==> src/rtl/bitmap_renderer_if.sv <==
// Pixel-plot bus between the frame renderer and its client: start/bitmap in,
// vga_adapter plot signals and frame status out.
interface bitmap_renderer_if;
    logic         start;
    logic [511:0] display;
    logic [7:0]   x;
    logic [6:0]   y;
    logic [2:0]   colour;
    logic         plot;
    logic         busy;
    logic         done;

    modport master (
        output start, display,
        input  x, y, colour, plot, busy, done
    );

    modport slave (
        input  start, display,
        output x, y, colour, plot, busy, done
    );
endinterface

==> src/rtl/bitmap_renderer.sv <==
// Draws the 16x32 cell bitmap as CELL_W x CELL_H pixel blocks on the vga plot bus.
// Optional BITMAP_RENDERER_DIRTY_EN redraws only cells that changed since the last frame.
module bitmap_renderer #(
    parameter int unsigned CELL_W     = 10,
    parameter int unsigned CELL_H     = 3,
    parameter int unsigned X_OFF      = 0,
    parameter int unsigned Y_OFF      = 12,
    parameter logic [2:0]  ON_COLOUR  = 3'b111,
    parameter logic [2:0]  OFF_COLOUR = 3'b000
) (
    input logic              clock,
    input logic              resetn,
    bitmap_renderer_if.slave bus
);
    localparam int unsigned PXW = (CELL_W > 1) ? $clog2(CELL_W) : 1;
    localparam int unsigned PYW = (CELL_H > 1) ? $clog2(CELL_H) : 1;

    typedef enum logic [1:0] {IDLE, DRAW, FIN} state_t;

    state_t         state_q, state_d;
    logic [4:0]     r_q, r_d;
    logic [3:0]     c_q, c_d;
    logic [PYW-1:0] py_q, py_d;
    logic [PXW-1:0] px_q, px_d;
    logic [511:0]   shadow_q, shadow_d;
    logic [7:0]     x_q, x_d;
    logic [6:0]     y_q, y_d;
    logic [2:0]     colour_q, colour_d;
    logic           plot_q, plot_d;
    logic           busy_q, busy_d;
    logic           done_q, done_d;
`ifdef BITMAP_RENDERER_DIRTY_EN
    logic [511:0]   prev_q, prev_d;
    logic           full_q, full_d;
`endif

    logic [8:0] cell_idx;
    logic       cell_bit;
    logic       px_last, py_last, cell_last;
    logic       draw_cell;
    logic       next_cell;

    // {c, r} is exactly 32*c + r
    assign cell_idx  = {c_q, r_q};
    assign cell_bit  = shadow_q[cell_idx];
    assign px_last   = (px_q == PXW'(CELL_W - 1));
    assign py_last   = (py_q == PYW'(CELL_H - 1));
    assign cell_last = (r_q == 5'd31) && (c_q == 4'd15);

`ifdef BITMAP_RENDERER_DIRTY_EN
    assign draw_cell = full_q || (cell_bit != prev_q[cell_idx]);
`else
    assign draw_cell = 1'b1;
`endif

    always_comb begin
        state_d   = state_q;
        r_d       = r_q;
        c_d       = c_q;
        py_d      = py_q;
        px_d      = px_q;
        shadow_d  = shadow_q;
        x_d       = x_q;
        y_d       = y_q;
        colour_d  = colour_q;
        plot_d    = plot_q;
        busy_d    = busy_q;
        done_d    = done_q;
        next_cell = 1'b0;
`ifdef BITMAP_RENDERER_DIRTY_EN
        prev_d    = prev_q;
        full_d    = full_q;
`endif
        case (state_q)
            IDLE: begin
                plot_d = 1'b0;
                done_d = 1'b0;
                if (bus.start) begin
                    shadow_d = bus.display;
                    r_d      = '0;
                    c_d      = '0;
                    py_d     = '0;
                    px_d     = '0;
                    busy_d   = 1'b1;
                    state_d  = DRAW;
                end
            end
            DRAW: begin
                if (draw_cell) begin
                    plot_d   = 1'b1;
                    x_d      = 8'(X_OFF + 32'(c_q) * CELL_W + 32'(px_q));
                    y_d      = 7'(Y_OFF + 32'(r_q) * CELL_H + 32'(py_q));
                    colour_d = cell_bit ? ON_COLOUR : OFF_COLOUR;
                    if (!px_last) begin
                        px_d = px_q + 1'b1;
                    end else begin
                        px_d = '0;
                        if (!py_last) begin
                            py_d = py_q + 1'b1;
                        end else begin
                            py_d      = '0;
                            next_cell = 1'b1;
                        end
                    end
                end else begin
                    // Unchanged cell: one idle cycle, then straight to the next cell
                    plot_d    = 1'b0;
                    px_d      = '0;
                    py_d      = '0;
                    next_cell = 1'b1;
                end
                if (next_cell) begin
                    c_d = c_q + 1'b1;
                    if (c_q == 4'd15) r_d = r_q + 1'b1;
                    if (cell_last) state_d = FIN;
                end
            end
            FIN: begin
                plot_d  = 1'b0;
                busy_d  = 1'b0;
                done_d  = 1'b1;
                state_d = IDLE;
`ifdef BITMAP_RENDERER_DIRTY_EN
                prev_d  = shadow_q;
                full_d  = 1'b0;
`endif
            end
            default: state_d = IDLE;
        endcase
    end

    always_ff @(posedge clock) begin
        if (!resetn) begin
            state_q  <= IDLE;
            r_q      <= '0;
            c_q      <= '0;
            py_q     <= '0;
            px_q     <= '0;
            shadow_q <= '0;
            x_q      <= '0;
            y_q      <= '0;
            colour_q <= '0;
            plot_q   <= 1'b0;
            busy_q   <= 1'b0;
            done_q   <= 1'b0;
`ifdef BITMAP_RENDERER_DIRTY_EN
            prev_q   <= '0;
            full_q   <= 1'b1;
`endif
        end else begin
            state_q  <= state_d;
            r_q      <= r_d;
            c_q      <= c_d;
            py_q     <= py_d;
            px_q     <= px_d;
            shadow_q <= shadow_d;
            x_q      <= x_d;
            y_q      <= y_d;
            colour_q <= colour_d;
            plot_q   <= plot_d;
            busy_q   <= busy_d;
            done_q   <= done_d;
`ifdef BITMAP_RENDERER_DIRTY_EN
            prev_q   <= prev_d;
            full_q   <= full_d;
`endif
        end
    end

    assign bus.x      = x_q;
    assign bus.y      = y_q;
    assign bus.colour = colour_q;
    assign bus.plot   = plot_q;
    assign bus.busy   = busy_q;
    assign bus.done   = done_q;
endmodule

==> src/flat_wrapper.sv <==
// flat-port wrapper written by rule: the top's interface ports become plain ports
module bitmap_renderer_flat 
#(
    parameter int unsigned CELL_W     = 10,
    parameter int unsigned CELL_H     = 3,
    parameter int unsigned X_OFF      = 0,
    parameter int unsigned Y_OFF      = 12,
    parameter logic [2:0]  ON_COLOUR  = 3'b111,
    parameter logic [2:0]  OFF_COLOUR = 3'b000
)
  (clock, resetn, bus_start, bus_display, bus_x, bus_y, bus_colour, bus_plot, bus_busy, bus_done);
  bitmap_renderer_if bus_i ();
  input logic clock;
  input logic resetn;
  input wire logic [$bits(bus_i.start)-1:0] bus_start;
  input wire logic [$bits(bus_i.display)-1:0] bus_display;
  output wire logic [$bits(bus_i.x)-1:0] bus_x;
  output wire logic [$bits(bus_i.y)-1:0] bus_y;
  output wire logic [$bits(bus_i.colour)-1:0] bus_colour;
  output wire logic [$bits(bus_i.plot)-1:0] bus_plot;
  output wire logic [$bits(bus_i.busy)-1:0] bus_busy;
  output wire logic [$bits(bus_i.done)-1:0] bus_done;
  assign bus_i.start = bus_start;
  assign bus_i.display = bus_display;
  assign bus_x = bus_i.x;
  assign bus_y = bus_i.y;
  assign bus_colour = bus_i.colour;
  assign bus_plot = bus_i.plot;
  assign bus_busy = bus_i.busy;
  assign bus_done = bus_i.done;
  bitmap_renderer #(.CELL_W(CELL_W), .CELL_H(CELL_H), .X_OFF(X_OFF), .Y_OFF(Y_OFF), .ON_COLOUR(ON_COLOUR), .OFF_COLOUR(OFF_COLOUR)) u_core (.clock(clock), .resetn(resetn), .bus(bus_i));
endmodule
==> config.mk <==
export PLATFORM = sky130hd
export DESIGN_NAME = bitmap_renderer_flat
export DESIGN_NICKNAME = d
export VERILOG_FILES = /design/src/rtl/bitmap_renderer_if.sv /design/src/rtl/bitmap_renderer.sv /design/src/flat_wrapper.sv
export SDC_FILE = /design/constraint.sdc
export NUM_CORES = 1
export LEC_CHECK = 0
export ABC_AREA = 0
export CELL_PAD_IN_SITES_DETAIL_PLACEMENT = 0
export CELL_PAD_IN_SITES_GLOBAL_PLACEMENT = 1
export CORE_MARGIN = 2
export CORE_UTILIZATION = 34
export CTS_CLUSTER_SIZE = 24
export DETAILED_ROUTE_END_ITERATION = 7
export GPL_TIMING_DRIVEN = 0
export PLACE_DENSITY_LB_ADDON = 0.1
export SYNTH_ARGS = -nofsm -noshare
export SYNTH_HDL_FRONTEND = slang
export SYNTH_SLANG_ARGS = --single-unit
==> constraint.sdc <==
create_clock -name clock -period 2.92 [get_ports clock]
set_input_delay 0.73 -clock clock [delete_from_list [all_inputs] [get_ports clock]]
set_output_delay 0.73 -clock clock [all_outputs]
set_load 0.1 [all_outputs]
Word level (Yosys, flattened, before mapping)
Index checks and enable logic that the tools add are counted.
{"block": "totals", "reg_bits": 550, "output_inout_bits": 21}
{"block": "classes", "addsub": 7, "multipliers": 2, "order_cmp": 1, "n_eq_ne": 11, "muxes": 27, "reduce_logical": 13}
{"cell": "$pmux 4 s2", "count": 2}
{"cell": "$mux 5", "count": 3}
{"cell": "$mux 2", "count": 6}
{"cell": "$mux 4", "count": 3}
{"cell": "$lt 9x10->1 const B", "count": 1}
{"cell": "$pmux 5 s2", "count": 1}
{"cell": "$bmux 1 s9", "count": 1}
{"cell": "$reduce_and 3->1", "count": 3}
{"cell": "$add 4x1->4 const B", "count": 2}
{"cell": "$add 8x4->8", "count": 1}
{"cell": "$eq 4x4->1 const B", "count": 2}
{"cell": "$ne 2x1->1 const B", "count": 4}
{"cell": "$pmux 2 s2", "count": 2}
{"cell": "$add 4x7->7 const A", "count": 1}
{"cell": "$add 7x2->7", "count": 1}
{"cell": "$mul 4x3->7 const B", "count": 1}
{"cell": "$mul 5x2->7 const B", "count": 1}
{"cell": "$pmux 1 s2", "count": 3}
{"cell": "$reduce_and 2->1", "count": 3}
{"cell": "$reduce_bool 2->1", "count": 3}
{"cell": "$add 5x1->5 const B", "count": 1}
{"cell": "$eq 5x5->1 const B", "count": 1}
{"cell": "$mux 1", "count": 5}
{"cell": "$eq 2x2->1 const B", "count": 2}
{"cell": "8 further kinds", "count": 8}

Logic depth before layout (Yosys ltp)
{"block": "depth", "depth_word": 6, "mapped_depth": 17}

Worst setup path after synthesis
OpenSTA, ideal clock, no wires.
{"block": "synth_path", "path_type": "flip-flop to flip-flop", "start": "reg u_core.r_q[1]", "end": "reg u_core.y_q[5], in the netlist u_core.bus.y[5]", "setup_time_ps": 70, "arrival_ps": 3047, "t_required_ps": 2850, "path_slack_ps": -198, "path_stages_with_launch": 18, "path_buffers": 5, "path_cell_list": "dfxtp_1 -> buf_2 -> buf_4 -> buf_2 -> buf_2 -> buf_2 -> inv_1 -> fa_1 -> inv_1 -> ha_1 -> inv_1 -> fa_1 -> inv_1 -> a21o_1 -> a21oi_1 -> xnor2_1 -> nand2_1 -> a21oi_1"}
{"block": "synth_via", "elab_chain_len": 3}
{"item": "start, declared", "line": "bitmap_renderer.sv:21", "rtl": "logic [4:0] r_q, r_d;"}
{"item": "start signal, assigned", "line": "bitmap_renderer.sv:152", "rtl": "r_q <= r_d;"}
{"item": "$mul 5x2->7", "line": "bitmap_renderer.sv:92", "rtl": "y_d = 7'(Y_OFF + 32'(r_q) * CELL_H + 32'(py_q));"}
{"item": "$add 4x7->7", "line": "bitmap_renderer.sv:92"}
{"item": "$add 7x2->7", "line": "bitmap_renderer.sv:92"}
{"item": "end signal, assigned", "line": "bitmap_renderer.sv:158", "rtl": "y_q <= y_d;"}
{"item": "end, declared", "line": "bitmap_renderer.sv:27", "rtl": "logic [6:0] y_q, y_d;"}
No other way between the ends.
A chain may end at the register's enable or synchronous reset.

Worst setup path in the final report
{"block": "layout_path", "start": "reg u_core.r_q[0]", "end": "reg u_core.colour_q[1], in the netlist u_core.bus.colour[1]"}
{"block": "layout_via", "elab_chain_len": 3}
{"item": "$bmux 1 s9", "line": "bitmap_renderer.sv:45", "rtl": "assign cell_bit = shadow_q[cell_idx];"}
{"item": "$mux 1 (not written as such)", "line": "bitmap_renderer.sv:45"}
{"item": "$mux 3", "line": "bitmap_renderer.sv:93", "rtl": "colour_d = cell_bit ? ON_COLOUR : OFF_COLOUR;"}
{"item": "end signal, assigned", "line": "bitmap_renderer.sv:159", "rtl": "colour_q <= colour_d;"}
{"item": "end, declared", "line": "bitmap_renderer.sv:28", "rtl": "logic [2:0] colour_q, colour_d;"}
No other way between the ends. The select of a mux whose other input is x is not followed.

==> flow_summary.toml <==
[global_routing]
grt_max_degree = 16
antenna_found_initial = 16
grt_pass1_vias = 22736
grt_usage_pct = 27.3
grt_pass1_wl_um = 144000
overflow = 0

[worst_setup_path]
r2r_cells = 10
cp.depth = 10
cp_max_fo = 10
worstReg2RegStart = "u_core.r_q[0]"
worst_ep_arrival_time_ns = 3.56
cp_top_family = "compound AO/OA/AOI/OAI gates"
cpMaxStageDelayCell = "or4_1"
timing.rr.end = "u_core.bus.colour[1]"
timing.critical_path.buf_inv = 3
reg2reg_slack_ns = -0.08
required_ns = 3.48
startpoint_type = "flop"
endpoint_kind = "flop"
cpPeakStageDelay_ns = 0.62
crit_type = "reg -> reg"
path_cells = "buf_12 -> buf_16 -> buf_12 -> nand2_1 -> a211oi_1 -> o41ai_1 -> a211o_1 -> o41ai_1 -> or4_1 -> o22ai_1"

[cts]
cts_max_level = 2
root_buffer = "clkbuf_16"
clk-insertion-delay-late_ns = 0.63
cts_tree = "done"
cts-buffers-inserted = 60
clkSinkCount = 548
path_clk_slew_ns = 0.06
clockBufferDepth = 3
cts_hold_buf = 0

[detailed_routing]
viasPerCell = 5.13
via_count = 23038
drt_iter0_drc = 1601
drc = 0
detail-route-antenna-nets = 0
drt_pass1_iterations = 5
wl_per_cell_um = 22.6
drt_wl_total_um = 102000

[placement]
portBuffers = 534
gp_congestion = 0.871
dp.cells = 4358
hpwl_um = 77000

[logic_synthesis]
synth_top_cell_area_share_pct = 46.0
synth_common_cells = "nand2_1, a21oi_1, dfxtp_1, clkbuf_1, mux4_2"
syn_avg_cell_area_um2 = 8.27
ys_types = 62
synth-edff-count = 0
yosysSeqAreaShare_pct = 46.0
syn_area_um2 = 23800
synth_warnings = 0
yosysTopAreaCell = "dfxtp_1"
synth-main-ff-cell = "dfxtp_1"
postSynthCellCount = 2883
synthTopCellsByArea = "dfxtp_1, nand2_1, a21oi_1"
syn-num-nets = 3425
ys_seq_elements = 548
synth.most_common_cell = "nand2_1"
ys_async_sr_fraction_pct = 0

[die]
die_x_um = 269
io_pins = 536
die_y_um = 269
dieArea_um2 = 72300
core_area_um2 = 69800
start_util_pct = 34.2
rows = 97

[final_layout]
drive_gt1_share_pct = 8.49
stdcell_count = 4491
fin_nets = 4038
area_growth_pct = 38.2

[status]
violations = "negative setup slack"
outcome = "complete, but fails checks"

[min_path]
hold-path-endpoint = "u_core.bus.plot"
hold_path_depth = 2
min_path_type = "reg -> reg"
hold_path_startpoint = "u_core.bus.plot"

[timing]
fin_hold_ws_ns = 0.436
fin_crit_ns = 3.00
max_clock_freq_mhz = 333
finalHoldViolCount = 0
worst_pin_slew_ns = 1.17
slew_headroom_pct = 21.4
min_period_over_period_pct = 103
finalMaxSlewViolations = 0
fin_skew_ns = 0.0295
finalSetupViolCount = 1
rsz0062_at_grt = "true"
fin_ws_ns = -0.0836

[pwr]
ir_drop_uv = 432
power_leakage_uw = 0.0119
p_per_area_nw_per_um2 = 549
total_power_uw = 18100

[flow_run]
drv_cap = 0
## cell usage in the layout (no fill, tap or decap), types with 7 or more instances in the layout
cell type        count
inv_1               18
a21oi_1            548
buf_1                8
mux2i_1             57
mux4_2              78
buf_12               8
clkbuf_2             9
a22oi_1             11
nor4_1              11
ha_1                22
nand2_1           1070
buf_2                9
nor2b_1             19
clkbuf_16           61
buf_4               26
clkbuf_1           177
nand3_1             13
clkdlybuf4s50_1    524
o22ai_1             23
mux4_1              16
o21ai_0             22
dfxtp_1            546
nor2_1              37
nor3_1              13
nand2b_1             8
a211oi_1             9
clkbuf_8            21
diode_2              7
o221ai_1            13
clkinv_2            14
mux2_2              12
a2111oi_0           10
dlygate4sd2_1        7
## kinds of logic (layout without fill, tap and decap cells)
family,Yosys count,count (layout),synth area share (%)
AO/OA/AOI/OAI,678,678,15.5
XOR/XNOR,9,9,0.331
adder cells (fa/ha/maj),27,27,1.54
buffers and inverters,262,923,4.89
flip-flops,548,548,46.0
multiplexers,163,163,12.1
other,0,7,0
AND/OR/NAND/NOR,1196,1196,19.6
## through the flow
stage / setup TNS [ns] / utilization [%] / area, um^2 / setup slack [ns]
after floorplan: 0 / - / 23900 / 0.0267
after global placement: -537.62 / 43.5 / 30400 / -1.59
after detailed placement: -531.65 / 43.6 / 30400 / -1.59
after CTS: -0.147 / 46.9 / 32800 / -0.147
after global routing: -0.133 / 47.2 / 32900 / -0.133
final: -0.0836 / 47.2 / 33000 / -0.0836
## metal layers
metal | GRT usage [%] | vias up | part of all wire (%)
met1 | 36.1 | 11085 | 44
li1 | - | 11048 | -
met5 | 0 | - | 0.14
met2 | 45.5 | 743 | 47
met3 | 5.13 | 142 | 6.6
met4 | 7.33 | 20 | 2.5
## what timing repair did
| action | 4_1_cts | 5_1_grt |
|---|---|---|
| pin swaps | 4 | 11 |
| endpoints found under the setup margin | 478 | 249 |
| gates resized for setup | 94 | 52 |
| buffers inserted | 11 | 8 |
## worst max-delay path by stage
stage                   from                   end  slack [ns]
2_1_floorplan  u_core.r_q[1]       u_core.bus.y[5]        0.03
3_3_place_gp   u_core.r_q[1]  u_core.bus.colour[1]       -1.59
3_5_place_dp   u_core.r_q[1]  u_core.bus.colour[1]       -1.59
4_1_cts        u_core.r_q[0]  u_core.bus.colour[1]       -0.15
5_1_grt        u_core.r_q[0]  u_core.bus.colour[1]       -0.13
6_report       u_core.r_q[0]  u_core.bus.colour[1]       -0.08
## worst min-delay path: cells and delay by family, from the launching register on
family	cells	cell delay [ns]
buf+inv	1	0.04
compound gates	1	0.05
flops	1	0.31
## layout make-up
cell class              count  area (um^2)
diodes                      7         17.5
well taps                 940         1180
clock inverters            20          189
fillers                  6789        36800
clock buffers              90         1840
inverters                  26          119
flip-flops and latches    548        11000
repair buffers            554         5510
multi-input cells        2073        11800
plain buffers             233         1320
## report_power, final
| part | leakage [uW] | total, uW | internal, uW | switching (uW) |
|---|---|---|---|---|
| logic | 0.00642 | 2210 | 1070 | 1140 |
| clock network | 0.00101 | 7790 | 4580 | 3210 |
| registers | 0.00450 | 8090 | 7890 | 203 |
| total | 0.0119 | 18100 | 13500 | 4550 |
## registers in the layout, indices dropped and copies added (netlist names)
register,count
u_core.bus.busy,1
u_core.bus.colour,1
u_core.bus.done,1
u_core.bus.plot,1
u_core.bus.x,8
u_core.bus.y,7
u_core.c_q,4
u_core.px_q,4
u_core.py_q,2
u_core.r_q,5
u_core.shadow_q,512
u_core.state_q,2
Power figures use the tool's default switching activity.
